### src/rtl/snn_pkg.sv
// Shared definitions for the sigma-delta spike encoder.
//   state_t     : encoder control state (IDLE waits for a sample, RUN emits timesteps)
//   SNN_*       : default channel count and intensity width
//   ch_lsb()    : bit offset of channel ch inside the packed sample word
package snn_pkg;

  typedef enum logic {
    IDLE = 1'b0,
    RUN  = 1'b1
  } state_t;

  localparam int SNN_NUM_CH    = 4;
  localparam int SNN_PIX_WIDTH = 4;

  function automatic int ch_lsb(input int ch, input int pix_width);
    return ch * pix_width;
  endfunction

endpackage

### src/rtl/snn_sd_channel.sv
// One sigma-delta rate-coding channel: holds the captured intensity and a
// running accumulator; the carry out of acc + pix is the spike for a step.
// Ports:
//   clk, rst : clock, asynchronous active-high reset
//   load     : capture pix_in and zero the accumulator
//   clear    : zero the accumulator (frame abort)
//   step     : commit acc <= (acc + pix) mod 2**PIX_WIDTH
//   pix_in   : intensity from the sample word
//   spike    : carry of acc + pix for the current step (combinational)
module snn_sd_channel
  import snn_pkg::*;
#(
  parameter int PIX_WIDTH = SNN_PIX_WIDTH
) (
  input  logic                 clk,
  input  logic                 rst,
  input  logic                 load,
  input  logic                 clear,
  input  logic                 step,
  input  logic [PIX_WIDTH-1:0] pix_in,
  output logic                 spike
);

  logic [PIX_WIDTH-1:0] pix;
  logic [PIX_WIDTH-1:0] acc;
  logic [PIX_WIDTH:0]   sum;

  assign sum   = {1'b0, acc} + {1'b0, pix};
  assign spike = sum[PIX_WIDTH];

  always_ff @(posedge clk or posedge rst) begin
    if (rst) begin
      pix <= '0;
      acc <= '0;
    end else if (load) begin
      pix <= pix_in;
      acc <= '0;
    end else if (clear) begin
      acc <= '0;
    end else if (step) begin
      acc <= sum[PIX_WIDTH-1:0];
    end
  end

endmodule

### src/rtl/snn_spike_encoder.sv
// Sigma-delta spike encoder: accepts one multi-channel intensity sample,
// then emits WINDOW registered spike vectors, one per step_en.
// Ports:
//   CLK, RST      : clock, asynchronous active-high reset
//   sample_valid  : sample_data valid
//   sample_ready  : high in IDLE (decoded from state only)
//   sample_data   : NUM_CH packed intensities, channel i at [i*PIX_WIDTH +: PIX_WIDTH]
//   step_en       : advance one timestep (RUN only)
//   flush         : abort the current frame
//   spike_out     : spike vector, zero unless spike_valid
//   spike_valid   : one-cycle strobe per executed step
//   frame_done    : strobe on the last step of a frame
module snn_spike_encoder
  import snn_pkg::*;
#(
  parameter int NUM_CH    = SNN_NUM_CH,
  parameter int PIX_WIDTH = SNN_PIX_WIDTH,
  parameter int WINDOW    = 16
) (
  input  logic                        CLK,
  input  logic                        RST,
  input  logic                        sample_valid,
  output logic                        sample_ready,
  input  logic [NUM_CH*PIX_WIDTH-1:0] sample_data,
  input  logic                        step_en,
  input  logic                        flush,
  output logic [NUM_CH-1:0]           spike_out,
  output logic                        spike_valid,
  output logic                        frame_done
);

  localparam int            CW   = (WINDOW > 1) ? $clog2(WINDOW) : 1;
  localparam logic [CW-1:0] LAST = CW'(WINDOW - 1);

  state_t              state;
  logic [CW-1:0]       step_cnt;
  logic [NUM_CH-1:0]   spikes;
  logic                do_load;
  logic                do_clear;
  logic                do_step;

  assign sample_ready = (state == IDLE);

  // flush has priority over step_en so an aborted step leaves no residue
  assign do_load  = (state == IDLE) & sample_valid;
  assign do_clear = (state == RUN) & flush;
  assign do_step  = (state == RUN) & step_en & ~flush;

  for (genvar i = 0; i < NUM_CH; i++) begin : g_ch
    snn_sd_channel #(
      .PIX_WIDTH(PIX_WIDTH)
    ) u_ch (
      .clk    (CLK),
      .rst    (RST),
      .load   (do_load),
      .clear  (do_clear),
      .step   (do_step),
      .pix_in (sample_data[ch_lsb(i, PIX_WIDTH) +: PIX_WIDTH]),
      .spike  (spikes[i])
    );
  end

  always_ff @(posedge CLK or posedge RST) begin
    if (RST) begin
      state       <= IDLE;
      step_cnt    <= '0;
      spike_out   <= '0;
      spike_valid <= 1'b0;
      frame_done  <= 1'b0;
    end else begin
      spike_out   <= '0;
      spike_valid <= 1'b0;
      frame_done  <= 1'b0;
      case (state)
        IDLE: begin
          if (sample_valid) begin
            state    <= RUN;
            step_cnt <= '0;
          end
        end
        RUN: begin
          if (flush) begin
            state    <= IDLE;
            step_cnt <= '0;
          end else if (step_en) begin
            spike_out   <= spikes;
            spike_valid <= 1'b1;
            if (step_cnt == LAST) begin
              frame_done <= 1'b1;
              state      <= IDLE;
              step_cnt   <= '0;
            end else begin
              step_cnt <= step_cnt + 1'b1;
            end
          end
        end
        default: state <= IDLE;
      endcase
    end
  end

endmodule

### config.mk
export PLATFORM = sky130hd
export DESIGN_NAME = snn_spike_encoder
export DESIGN_NICKNAME = d
export VERILOG_FILES = /design/src/rtl/snn_pkg.sv /design/src/rtl/snn_sd_channel.sv /design/src/rtl/snn_spike_encoder.sv
export SDC_FILE = /design/constraint.sdc
export NUM_CORES = 1
export LEC_CHECK = 0
export CAP_MARGIN = 20
export CORE_ASPECT_RATIO = 0.8
export CORE_MARGIN = 5
export CORE_UTILIZATION = 50
export CTS_BUF_LIST = sky130_fd_sc_hd__clkbuf_16
export CTS_CLUSTER_SIZE = 30
export DETAILED_ROUTE_END_ITERATION = 8
export GPL_TIMING_DRIVEN = 0
export PLACE_DENSITY = 0.71
export SLEW_MARGIN = 0
export SYNTH_ARGS = -nofsm -noshare
export SYNTH_HDL_FRONTEND = slang
export SYNTH_SLANG_ARGS = --single-unit
### constraint.sdc
create_clock -name CLK -period 3.75 [get_ports CLK]
set_clock_uncertainty 0.15 [all_clocks]
set_input_delay 0.375 -clock CLK [delete_from_list [all_inputs] [get_ports CLK]]
set_output_delay 0.375 -clock CLK [all_outputs]
set_load 0.03 [all_outputs]
# After elaboration in Yosys (flattened, before gate mapping)
# Cells that the tools add are included.
[classes] add_sub_neg=5 n_mul=0 div=0 order_cmp=0 n_eq_ne=3 n_shift=0 n_mux=32 n_bitwise=6 reduce_logical=2
[op_table] cell="4-bit 2-to-1 mux" n=19
[op_table] cell="4-bit by 4-bit adder with 5-bit output" n=4
[op_table] cell="1-bit 2-to-1 mux" n=11
[op_table] cell="4-bit case mux with 2 select lines" n=1
[op_table] cell="4-bit by 1-bit adder with 4-bit output, second input constant" n=1
[op_table] cell="1-bit AND" n=4
[op_table] cell="4-bit == test, second input constant" n=1
[op_table] cell="3-bit inequality test, second input constant" n=1
[op_table] cell="3-bit nonzero test" n=1
[op_table] cell="2-bit inequality test, second input constant" n=1
[op_table] cell="1-bit inverter" n=2
[op_table] cell="1-bit case mux with 2 select lines" n=1
[op_table] cell="2-bit AND reduction" n=1
[totals] regBits=43 latchBits=0 ram_bits=0 mem_bits_ro=0 inputBits=21 output_inout_bits=7 elab_cells=61 memories=0

# Longest topological paths before layout
# Gate-level depths: netlist of the first run.
[depth] ltp_word=5 depth_mapped=6 ltp_nobuf=6

# Hierarchy
# A second synthesis of the first run with hierarchy kept.
[hier_totals] hier_cells=193 hier_area_um2=2377.3
[modules_own_cells] mod="snn_sd_channel" n_inst=4 cells_each=37 area_per_inst_um2=466.7 seq_area_each_um2=200.2
[modules_own_cells] mod="snn_spike_encoder" n_inst=1 cells_each=45 area_per_inst_um2=510.5 seq_area_each_um2=275.3

# Worst setup path before layout of the first run
# OpenSTA, ideal clock, no wires.
[synth_timing] path_kind="register to register" start="register g_ch[1].u_ch.acc[0]" end="register g_ch[1].u_ch.acc[2]" setup_ns=0.104 t_arrival_ns=1.546 required_ns=3.496 slack_ns=1.951 path_stages_with_launch=7 path_buffers=0 synth_period_minus_slack_ns=1.799 path_cell_list="dfrtp_1 -> ha_1 -> inv_1 -> fa_1 -> nor2b_1 -> or3_1 -> a221oi_1"
[synth_between] elab_chain_cells=4
[synth_rtl] item="from (decl)" line_no="snn_sd_channel.sv:25" rtl="logic [PIX_WIDTH-1:0] acc;"
[synth_rtl] item="from (signal assigned)" line_no="snn_sd_channel.sv:41" rtl="acc <= sum[PIX_WIDTH-1:0];"
[synth_rtl] item="4-bit by 4-bit adder with 5-bit output" line_no="snn_sd_channel.sv:28" rtl="assign sum = {1'b0, acc} + {1'b0, pix};"
[synth_rtl] item="4-bit 2-to-1 mux" line_no="snn_sd_channel.sv:40" rtl="end else if (step) begin"
[synth_rtl] item="4-bit 2-to-1 mux" line_no="snn_sd_channel.sv:38" rtl="end else if (clear) begin"
[synth_rtl] item="4-bit 2-to-1 mux" line_no="snn_sd_channel.sv:35" rtl="end else if (load) begin"
# Every way passes these cells. The select of a mux whose other input is x is not followed.
# A chain may end at the register's enable or synchronous reset.

# Final worst setup path of the first run
[layout_timing] start="register state" end="output sample_ready"
[layout_between] elab_chain_cells=1
[layout_rtl] item="from (decl)" line_no="snn_spike_encoder.sv:35" rtl="state_t state;"
[layout_rtl] item="from (signal assigned)" line_no="snn_spike_encoder.sv:65" rtl="state <= IDLE;"
[layout_rtl] item="from (signal assigned)" line_no="snn_spike_encoder.sv:77" rtl="state <= RUN;"
[layout_rtl] item="from (signal assigned)" line_no="snn_spike_encoder.sv:83" rtl="state <= IDLE;"
[layout_rtl] item="1-bit inverter"
[layout_rtl] item="to (decl)" line_no="snn_spike_encoder.sv:23" rtl="output logic sample_ready,"
# Every way passes these cells.

==> impl_metrics.tcl, run 1 <==
set metrics [dict create \
    cts_buffers 5 \
    vias 1561 \
    synth_common_cells "44 x nand2_1, 43 x dfrtp_1, 20 x inv_1" \
    routed_wl_um 4370 \
    cts_sinks 43 \
    slew-limit-headroom 0.637 \
    overflow 0 \
    multi_input_area_um2 978 \
    pwr-share-comb 0.222 \
    hold_class "in -> async" \
    synth_edf_count 0 \
    synth_fp_nets 252 \
    synth_top_family_by_area "simple AND/OR/NAND/NOR gates" \
    intPower_w 0.000978 \
    drtAntennaViolNets 0 \
    critical-path-max-stage-delay_ns 0.66 \
    netSwitchingFraction 0.272 \
    syn2layout_area_growth_pct 23.7 \
    die_w_um 84.1 \
    path_cells "buf_6 > inv_1 > clkdlybuf4s50_1" \
    clockPowerShare 0.352 \
    firstDrtPassIters 4 \
    cts_tree "yes" \
    period_share 0.545 \
    slew_violations 0 \
    yosysWarnings 0 \
    cp_top_family "buffers and inverters" \
    grt_max_degree 37 \
    portBuffers 27 \
    ys_ff_latch 43 \
    hpwl_um 3070 \
    cts-resized-gates 0 \
    p_seq_frac 0.426 \
    row_count 21 \
    post_synth.cell_area_avg_um2 10.5 \
    crit_buf_inv 3 \
    fin_crit_ns 2.04 \
    setup.worst_path.end_class "primary output" \
    setup_violations 0 \
    crit_path_start_kind "flop" \
    synth_xor_area_frac 0.00798 \
    crit_type "reg -> out" \
    nNetsFinal 287 \
    synth_compound_area_frac 0.144 \
    n_antenna_cell 0 \
    grt_pass1_wl_um 7440 \
    gp_congestion 0.765 \
    die_h_um 69.3 \
    yosys.area_share.simple 0.160 \
    async_reset_ff_frac 1.00 \
    powerDensity_nw_per_um2 494 \
    clk-insertion-delay-late_ns 0.28 \
    postCtsSetupBuffers 0 \
    grt_pass1_vias 1566 \
    drt-initial-drc-count 84 \
    h-tree-depth 2 \
    cp.arrival_ns 1.52 \
    synth_most_common_cell "nand2_1" \
    setup_tns_ns 0 \
    design.core.area_um2 4200 \
    p_leak_nw 1.31 \
    antenna_found_initial 0 \
    synthFlopType "dfrtp_1" \
    worst_pin_slew_ns 0.545 \
    ios 28 \
    post_drt_wl_per_cell_um 14.5 \
    yosys.area.top_type "dfrtp_1" \
    cp_max_fo 9 \
    place_area_um2 2560 \
    seq_area_um2 1080 \
    required_ns 3.22 \
    final_cell_area_um2 2720 \
    synth.distinct_cells 33 \
    netlist_area_um2 2200 \
    clkSlewWorstSetupHoldPaths_ns 0.06 \
    drcViolationCount 0 \
    via_per_inst 5.17 \
    switchingPower_w 0.000365 \
    dieArea_um2 5830 \
    synth_mux_area_frac 0 \
    cts-root-buf "clkbuf_16" \
    cp_slowest_cell "clkdlybuf4s50_1" \
    maxCapViolCount 0 \
    synthCells 210 \
    status "completed" \
    cts_hold_buffers 0 \
    fmax_mhz 489 \
    num-fill-cells 352 \
    ctsLongestPathBuffers 2 \
    yosysSeqAreaShare 0.490 \
    synth_fa_ha_area_frac 0.133 \
    synth_area_leaders "dfrtp_1 49%, ha_1 9.7%, nand2_1 7.5%, fa_1 3.6%, inv_1 3.4%" \
    grt_use_total 0.161 \
    rsz0062_at_grt "false" \
    final_hold_viol_count 0 \
    finalPower_w 0.00134 \
    vdd_ir_drop_max_uv 253 \
    netlist.area_leader.share 0.490 \
    initial_utilization 0.522 \
    drive_above_1_share 0.0776 \
]
==> worst paths after layout <==
| path | to | slack (ns) | from | cells after the start |
|---|---|---|---|---|
| setup / recovery | sample_ready | 1.71 | state | 3 |
| hold / removal | spike_out[0] | 0.16 | RST | 2 |
| setup reg to reg | g_ch[3].u_ch.acc[2] | 1.80 | g_ch[3].u_ch.acc[0] | 6 |
| hold reg to reg | g_ch[1].u_ch.pix[0] | 0.33 | g_ch[1].u_ch.pix[0] | 2 |
| max in group asynchronous | g_ch[3].u_ch.pix[0] | 2.85 | RST | 3 |
| min in group CLK | g_ch[1].u_ch.pix[0] | 0.33 | g_ch[1].u_ch.pix[0] | 2 |
==> layer usage <==
layer | global-route usage | vias to the layer above | part of all wire
li1 | - | 793 | -
met3 | 0.0404 | 8 | 0.040
met4 | 0.0536 | 0 | 0.015
met5 | 0 | - | 0
met1 | 0.227 | 734 | 0.50
met2 | 0.243 | 26 | 0.45
==> layout make-up <==
class,instances,share of cell area
plain buffers,8,0.0230
inverters,21,0.0290
repair buffers,28,0.107
clock inverters,2,0.0124
multi-input cells,138,0.360
well taps,57,0.0263
flip-flops and latches,43,0.396
clock buffers,5,0.0461
==> metrics by stage <==
step | hold WS [ns] | utilization | setup slack (ns) | instances
after global routing | 0.165 | 0.646 | 1.65 | 302
final | 0.159 | 0.646 | 1.71 | 302
after CTS | 0.161 | 0.646 | 1.69 | 302
after global placement | 0.318 | 0.604 | 1.27 | 294
after detailed placement | 0.322 | 0.608 | 1.54 | 295
after floorplan | 0.298 | - | 1.95 | 210
==> worst register-to-register path, delay by kind of cell (launching register included) <==
family,cells,cell delay (ns)
simple gates,2,0.46
compound gates,1,0.26
fa+ha+maj,2,0.55
flops,1,0.37
buf+inv,1,0.06
==> registers in the layout, summed over array words and instances (netlist names) <==
register and count:
g_ch.u_ch.acc 16, g_ch.u_ch.pix 16, spike_out 4, step_cnt 4, frame_done 1, spike_valid 1
state 1
==> power groups by stage <==
stage | clock [W] | sequential, W | combinational [W]
detailed placement | 0 | 0.000579 | 0.000299
global route | 0.000504 | 0.000580 | 0.000339
CTS | 0.000482 | 0.000572 | 0.000303
global placement | 0 | 0.000578 | 0.000286
floorplan | 0 | 0.000571 | 0.000213
finish | 0.000472 | 0.000572 | 0.000299
==> logic make-up after synthesis <==
family | after synthesis
and+or+nand+nor | 70
AOI/OAI and AO/OA | 45
DFF | 43
buffers and inverters | 29
adders and majority gates | 21
xor gates and xnor gates | 2
==> placed cells by master, fill, tap and decap left out, types with 3 or more instances in the layout <==
master,synthesis,layout
inv_1,20,20
dfrtp_1,43,43
and4_1,4,4
clkbuf_16,0,5
or3_1,3,3
nand3_1,7,7
buf_6,4,4
fa_1,4,4
nor2b_1,7,7
o2bb2ai_1,4,4
a211o_1,4,4
ha_1,17,17
a22o_1,7,7
clkdlybuf4s50_1,0,27
a211oi_1,4,4
a21oi_1,9,9
nand2_1,44,44
o21ai_0,8,8
(Power assumes the default switching activity.)
==> run 2, diff against run 1 <==
--- a/config.mk
+++ b/config.mk
@@ -8,12 +8,12 @@
 export CAP_MARGIN = 20
 export CORE_ASPECT_RATIO = 0.8
 export CORE_MARGIN = 5
-export CORE_UTILIZATION = 50
+export CORE_UTILIZATION = 49
 export CTS_BUF_LIST = sky130_fd_sc_hd__clkbuf_16
 export CTS_CLUSTER_SIZE = 30
 export DETAILED_ROUTE_END_ITERATION = 8
 export GPL_TIMING_DRIVEN = 0
-export PLACE_DENSITY = 0.71
+export PLACE_DENSITY = 0.73
 export SLEW_MARGIN = 0
 export SYNTH_ARGS = -nofsm -noshare
 export SYNTH_HDL_FRONTEND = slang
==> constraint.sdc (replaced) <==
create_clock -name CLK -period 1.88 [get_ports CLK]
set_clock_uncertainty 0.15 [all_clocks]
set_input_delay 0.188 -clock CLK [delete_from_list [all_inputs] [get_ports CLK]]
set_output_delay 0.188 -clock CLK [all_outputs]
set_load 0.03 [all_outputs]
==> impl_metrics.tcl, run 2 (synthesis gave the netlist of run 1 again) <==
set metrics [dict create \
    drcViolationCount 0 \
    antenna_found_initial 0 \
    cts_hold_buffers 0 \
    via_per_inst 5.27 \
    place_area_um2 2540 \
    drtAntennaViolNets 0 \
    final_common_cell "nand2_1" \
    routed_wl_um 4510 \
    post_drt_wl_per_cell_um 14.8 \
    row_count 21 \
    hpwl_um 3060 \
    grt_use_total 0.165 \
    clkSlewWorstSetupHoldPaths_ns 0.06 \
    cp.arrival_ns 1.88 \
    powerDensity_nw_per_um2 938 \
    vias 1602 \
    period_share 0.984 \
    critical-path-max-stage-delay_ns 0.36 \
    crit_buf_inv 1 \
    cp_slowest_cell "dfrtp_1" \
    status "completed" \
    cp_top_family "adder cells" \
    nNetsFinal 290 \
    slew-limit-headroom 0.418 \
    cts_buffers 5 \
    path_cells "ha_2 > inv_2 > fa_2 > nor2b_1 > or3_1 > a221oi_2" \
    h-tree-depth 2 \
    crit_path_start_kind "flop" \
    fin_crit_ns 1.85 \
    grt_pass1_wl_um 7820 \
    die_h_um 69.9 \
    setup_violations 0 \
    seq_area_um2 1080 \
    p_leak_nw 1.32 \
    final_cell_area_um2 2720 \
    n_antenna_cell 0 \
    dieArea_um2 5930 \
    setup.worst_path.end_class "flop" \
    portBuffers 27 \
    crit_type "reg -> reg" \
    layout.cells.non_filler 304 \
    num-fill-cells 369 \
    cts_sinks 43 \
    grt_max_degree 44 \
    worst_pin_slew_ns 0.872 \
    ios 28 \
    clk-insertion-delay-late_ns 0.28 \
    reg_top3 "g_ch.u_ch.acc: 16 flops, g_ch.u_ch.pix: 16 flops" \
    final_cell_mix "44 x nand2_1, 43 x dfrtp_1, 26 x clkdlybuf4s50_1" \
    slew_violations 0 \
    firstDrtPassIters 4 \
    die_w_um 84.8 \
    rsz0062_at_grt "true" \
    vdd_ir_drop_max_uv 614 \
    grt_pass1_vias 1685 \
    cp_max_fo 2 \
    overflow 0 \
    multi_input_area_um2 1000 \
    fmax_mhz 541 \
    maxCapViolCount 0 \
    hold_class "in -> async" \
    design.core.area_um2 4260 \
    ctsLongestPathBuffers 2 \
    required_ns 1.91 \
    drive_above_1_share 0.117 \
    cts-root-buf "clkbuf_16" \
    drt-initial-drc-count 83 \
    final_hold_viol_count 0 \
    initial_utilization 0.516 \
    cts_tree "yes" \
    dpl.cell_count 294 \
    gp_congestion 0.776 \
    syn2layout_area_growth_pct 24.0 \
]
## run 2: cell count changes in the layout (fill, tap and decap cells not counted), sizes merged
cell	delta
bufinv	-1
clkdlybuf4s50	-1
buf	+3
dlymetal6s2s	+1
## run 2: power by group
part	internal (W)	switching [W]	total, W
registers	0.00106	0.0000851	0.00114
logic	0.000290	0.000326	0.000617
clock network	0.000472	0.000322	0.000794
total	0.00182	0.000733	0.00255
## run 2: area by class of cell
cell class / instances / area share
buffer: 8 / 0.0234
clock buffer: 5 / 0.0460
clock inverter: 1 / 0.00138
inverter: 21 / 0.0290
multi-input combinational: 138 / 0.368
sequential: 43 / 0.395
tap: 57 / 0.0262
timing repair buffer: 31 / 0.111
## run 2: worst reg2reg max path: cells and delay by family (launching register included)
| kind | cells | cell delay [ns] |
|---|---|---|
| buf+inv | 1 | 0.04 |
| flops | 1 | 0.36 |
| compound gates | 1 | 0.22 |
| simple gates | 2 | 0.45 |
| fa+ha+maj | 2 | 0.53 |
## run 2: worst paths after layout
check / from / end / slack, ns / depth (start not counted)
min in group CLK: sample_data[8] / g_ch[2].u_ch.pix[0] / 0.28 / 3
max: g_ch[1].u_ch.acc[0] / g_ch[1].u_ch.acc[2] / 0.03 / 6
min reg2reg: g_ch[0].u_ch.pix[3] / g_ch[0].u_ch.pix[3] / 0.32 / 2
min: RST / step_cnt[2] / 0.27 / 2
max reg2reg: g_ch[1].u_ch.acc[0] / g_ch[1].u_ch.acc[2] / 0.03 / 6
max in group asynchronous: RST / g_ch[1].u_ch.pix[0] / 0.76 / 2
## run 2: per-stage QoR
step                setup slack [ns]  total power, W  hold WS (ns)  setup TNS [ns]  utilization
finish                        0.0306         0.00255         0.269               0        0.640
CTS                          0.00622         0.00257         0.278               0        0.635
detailed placement            -0.178         0.00175         0.317          -0.733        0.596
floorplan                     0.0806         0.00156         0.111               0            -
global route                 -0.0522         0.00271         0.290         -0.0942        0.640
global placement              -0.360         0.00172         0.315          -15.83        0.596
## run 2: what timing repair did
item / CTS / global route
endpoints found under the setup margin: 2 / 4
setup buffers: 2 / 2
pin swaps: 2 / 2
gates resized for setup: 5 / 5
## run 2: routing by layer
layer  vias up  global-route usage  share of wire
met5         -                   0              0
met4         0              0.0510          0.014
met3         7              0.0482          0.047
met2        31               0.256           0.46
met1       766               0.224           0.48
li1        798                   -              -
==> variant, RTL diff (config.mk and constraints of run 2) <==
`WINDOW`: 16 -> 32.
--- a/src/rtl/snn_spike_encoder.sv
+++ b/src/rtl/snn_spike_encoder.sv
@@ -15,7 +15,7 @@
 #(
   parameter int NUM_CH    = SNN_NUM_CH,
   parameter int PIX_WIDTH = SNN_PIX_WIDTH,
-  parameter int WINDOW    = 16
+  parameter int WINDOW    = 32
 ) (
   input  logic                        CLK,
   input  logic                        RST,
Function: same outputs for any inputs over 4 cycles, from zero or initial values and one cycle with RST high; that may be too few to reach the edited logic, so the function may still have changed.
==> variant against run 2 <==
Final area is 3.1% higher. Highest routed layer is now met3. Worst setup slack better by 29 ps. Die area is 1.9% higher. Fmax is 1.6% higher. Total power is 8.2% higher. Wire length is 1.7% higher. Sequential cell count is 1 higher. Sequential share of layout area is 0.29 points lower. Via count is 1.2% higher. Area after synthesis is 2.2% higher.
==> variant: results (changes against run 2) <==
| Metric | Value |
|---|---|
| Register area | 0.00110 mm2 (+2.3%) |
| Worst setup startpoint | g_ch[1].u_ch.pix[0] |
| Post-CTS resize count | 0 (-5) |
| Top Registers | g_ch.u_ch.acc (16), g_ch.u_ch.pix (16), step_cnt (5) |
| Post-synth top cells | 47 x nand2_1, 44 x dfrtp_1, 21 x inv_1, 18 x ha_1, 11 x a21oi_1 |
| Max-slew headroom | 0.594 (+0.177) |
| Buffers outside the clock class | 40 (+2.6%) |
| Detailed placer's ending HPWL | 3230 um (+5.6%) |
| Main area contributors after synthesis | dfrtp_1 49%, ha_1 10%, nand2_1 7.9%, fa_1 3.6%, inv_1 3.5% |
| Dpl cells | 306 (+4.1%) |
| Vias in the first global route | 1668 (-1.0%) |
| Crit path max-delay family | adder cells |
| Post-Syn Nets | 261 (+3.6%) |
| Nets | 299 (+3.1%) |
| Non-filler cells, final | 317 (+4.3%) |
| Share of cells above drive strength 1 | 0.0895 (-0.0279) |
| Gr usage total | 0.164 (-0.00128) |
| Peak supply drop | 0.000438 V (-29%) |
| DR iter-0 viols | 70 (-16%) |
| Multi-input logic area | 0.00101 mm2 (+0.63%) |
| Multi-input gate count | 144 (+4.3%) |
| Largest stage delay on the critical path | 380 ps (+20 ps) |
| Gpl congestion | 0.797 (+2.7%) |
| Ant diodes | 0 (unchanged) |
| Leak | 1.35 nW (+2.4%) |
| Reg-to-reg critical path startpoint | g_ch[1].u_ch.pix[0] |
| Clk tree area frac | 0.0580 (+0.0106) |
| Seq/Total Area, Yosys | 0.491 (+0.000769) |
| Yosys reg bits | 44 (+2.3%) |
| Outcome | finished, final reports clean |
| Global-route wire length before repair | 7710 um (-1.4%) |
| Via count | 1621 (+1.2%) |
| # fillers | 378 (+2.4%) |
| Setup repair bufs after CTS | 0 (-2) |
| Routed WL per cell | 14.5 um (-2.5%) |
| Pin count of the biggest net entering global routing | 30 (-32%) |
## variant: power groups by stage
| stage | sequential [mW] | combinational, mW | clock (mW) |
|---|---|---|---|
| 5_1_grt | 1.18 | 0.712 | 1.04 |
| 3_5_place_dp | 1.18 | 0.603 | 0 |
| 3_3_place_gp | 1.18 | 0.572 | 0 |
| 2_1_floorplan | 1.16 | 0.427 | 0 |
| 6_report | 1.16 | 0.621 | 0.981 |
| 4_1_cts | 1.16 | 0.607 | 0.991 |
## variant: per-stage QoR
step / TNS, ps / setup slack (ps) / util / instance area (um2)
finish: 0 / 60.0 / 0.622 / 2810
global route: -26.3 / -26.3 / 0.622 / 2810
CTS: 0 / 6.69 / 0.614 / 2770
detailed placement: -345 / -230 / 0.578 / 2610
global placement: -18940 / -422 / 0.573 / 2590
floorplan: 0 / 189 / - / 2240
## variant: kinds of logic after synthesis
group,after synthesis,share of synthesized area
AND/OR/NAND/NOR,75,0.166
AO/OA/AOI/OAI,44,0.131
flip-flops,44,0.491
buffers and inverters,30,0.0641
adder cells (fa/ha/maj),22,0.136
XOR/XNOR,2,0.00781
multiplexers,1,0.00446
## variant: worst paths after layout
check / to / slack (ps) / depth (start not counted)
min in group CLK: g_ch[2].u_ch.pix[0] / 280 / 3
worst min register to register: g_ch[0].u_ch.pix[2] / 330 / 2
max in group asynchronous: g_ch[2].u_ch.pix[3] / 1070 / 3
worst max-delay path: g_ch[1].u_ch.acc[2] / 60 / 6
worst min-delay path: spike_valid / 40 / 2
worst max register to register: g_ch[1].u_ch.acc[2] / 60 / 6
## variant: routing by layer
layer  global-route usage  wire (um)
met5                    0          0
met4               0.0369          0
met3               0.0519        195
met2                0.252       2140
met1                0.229       2250
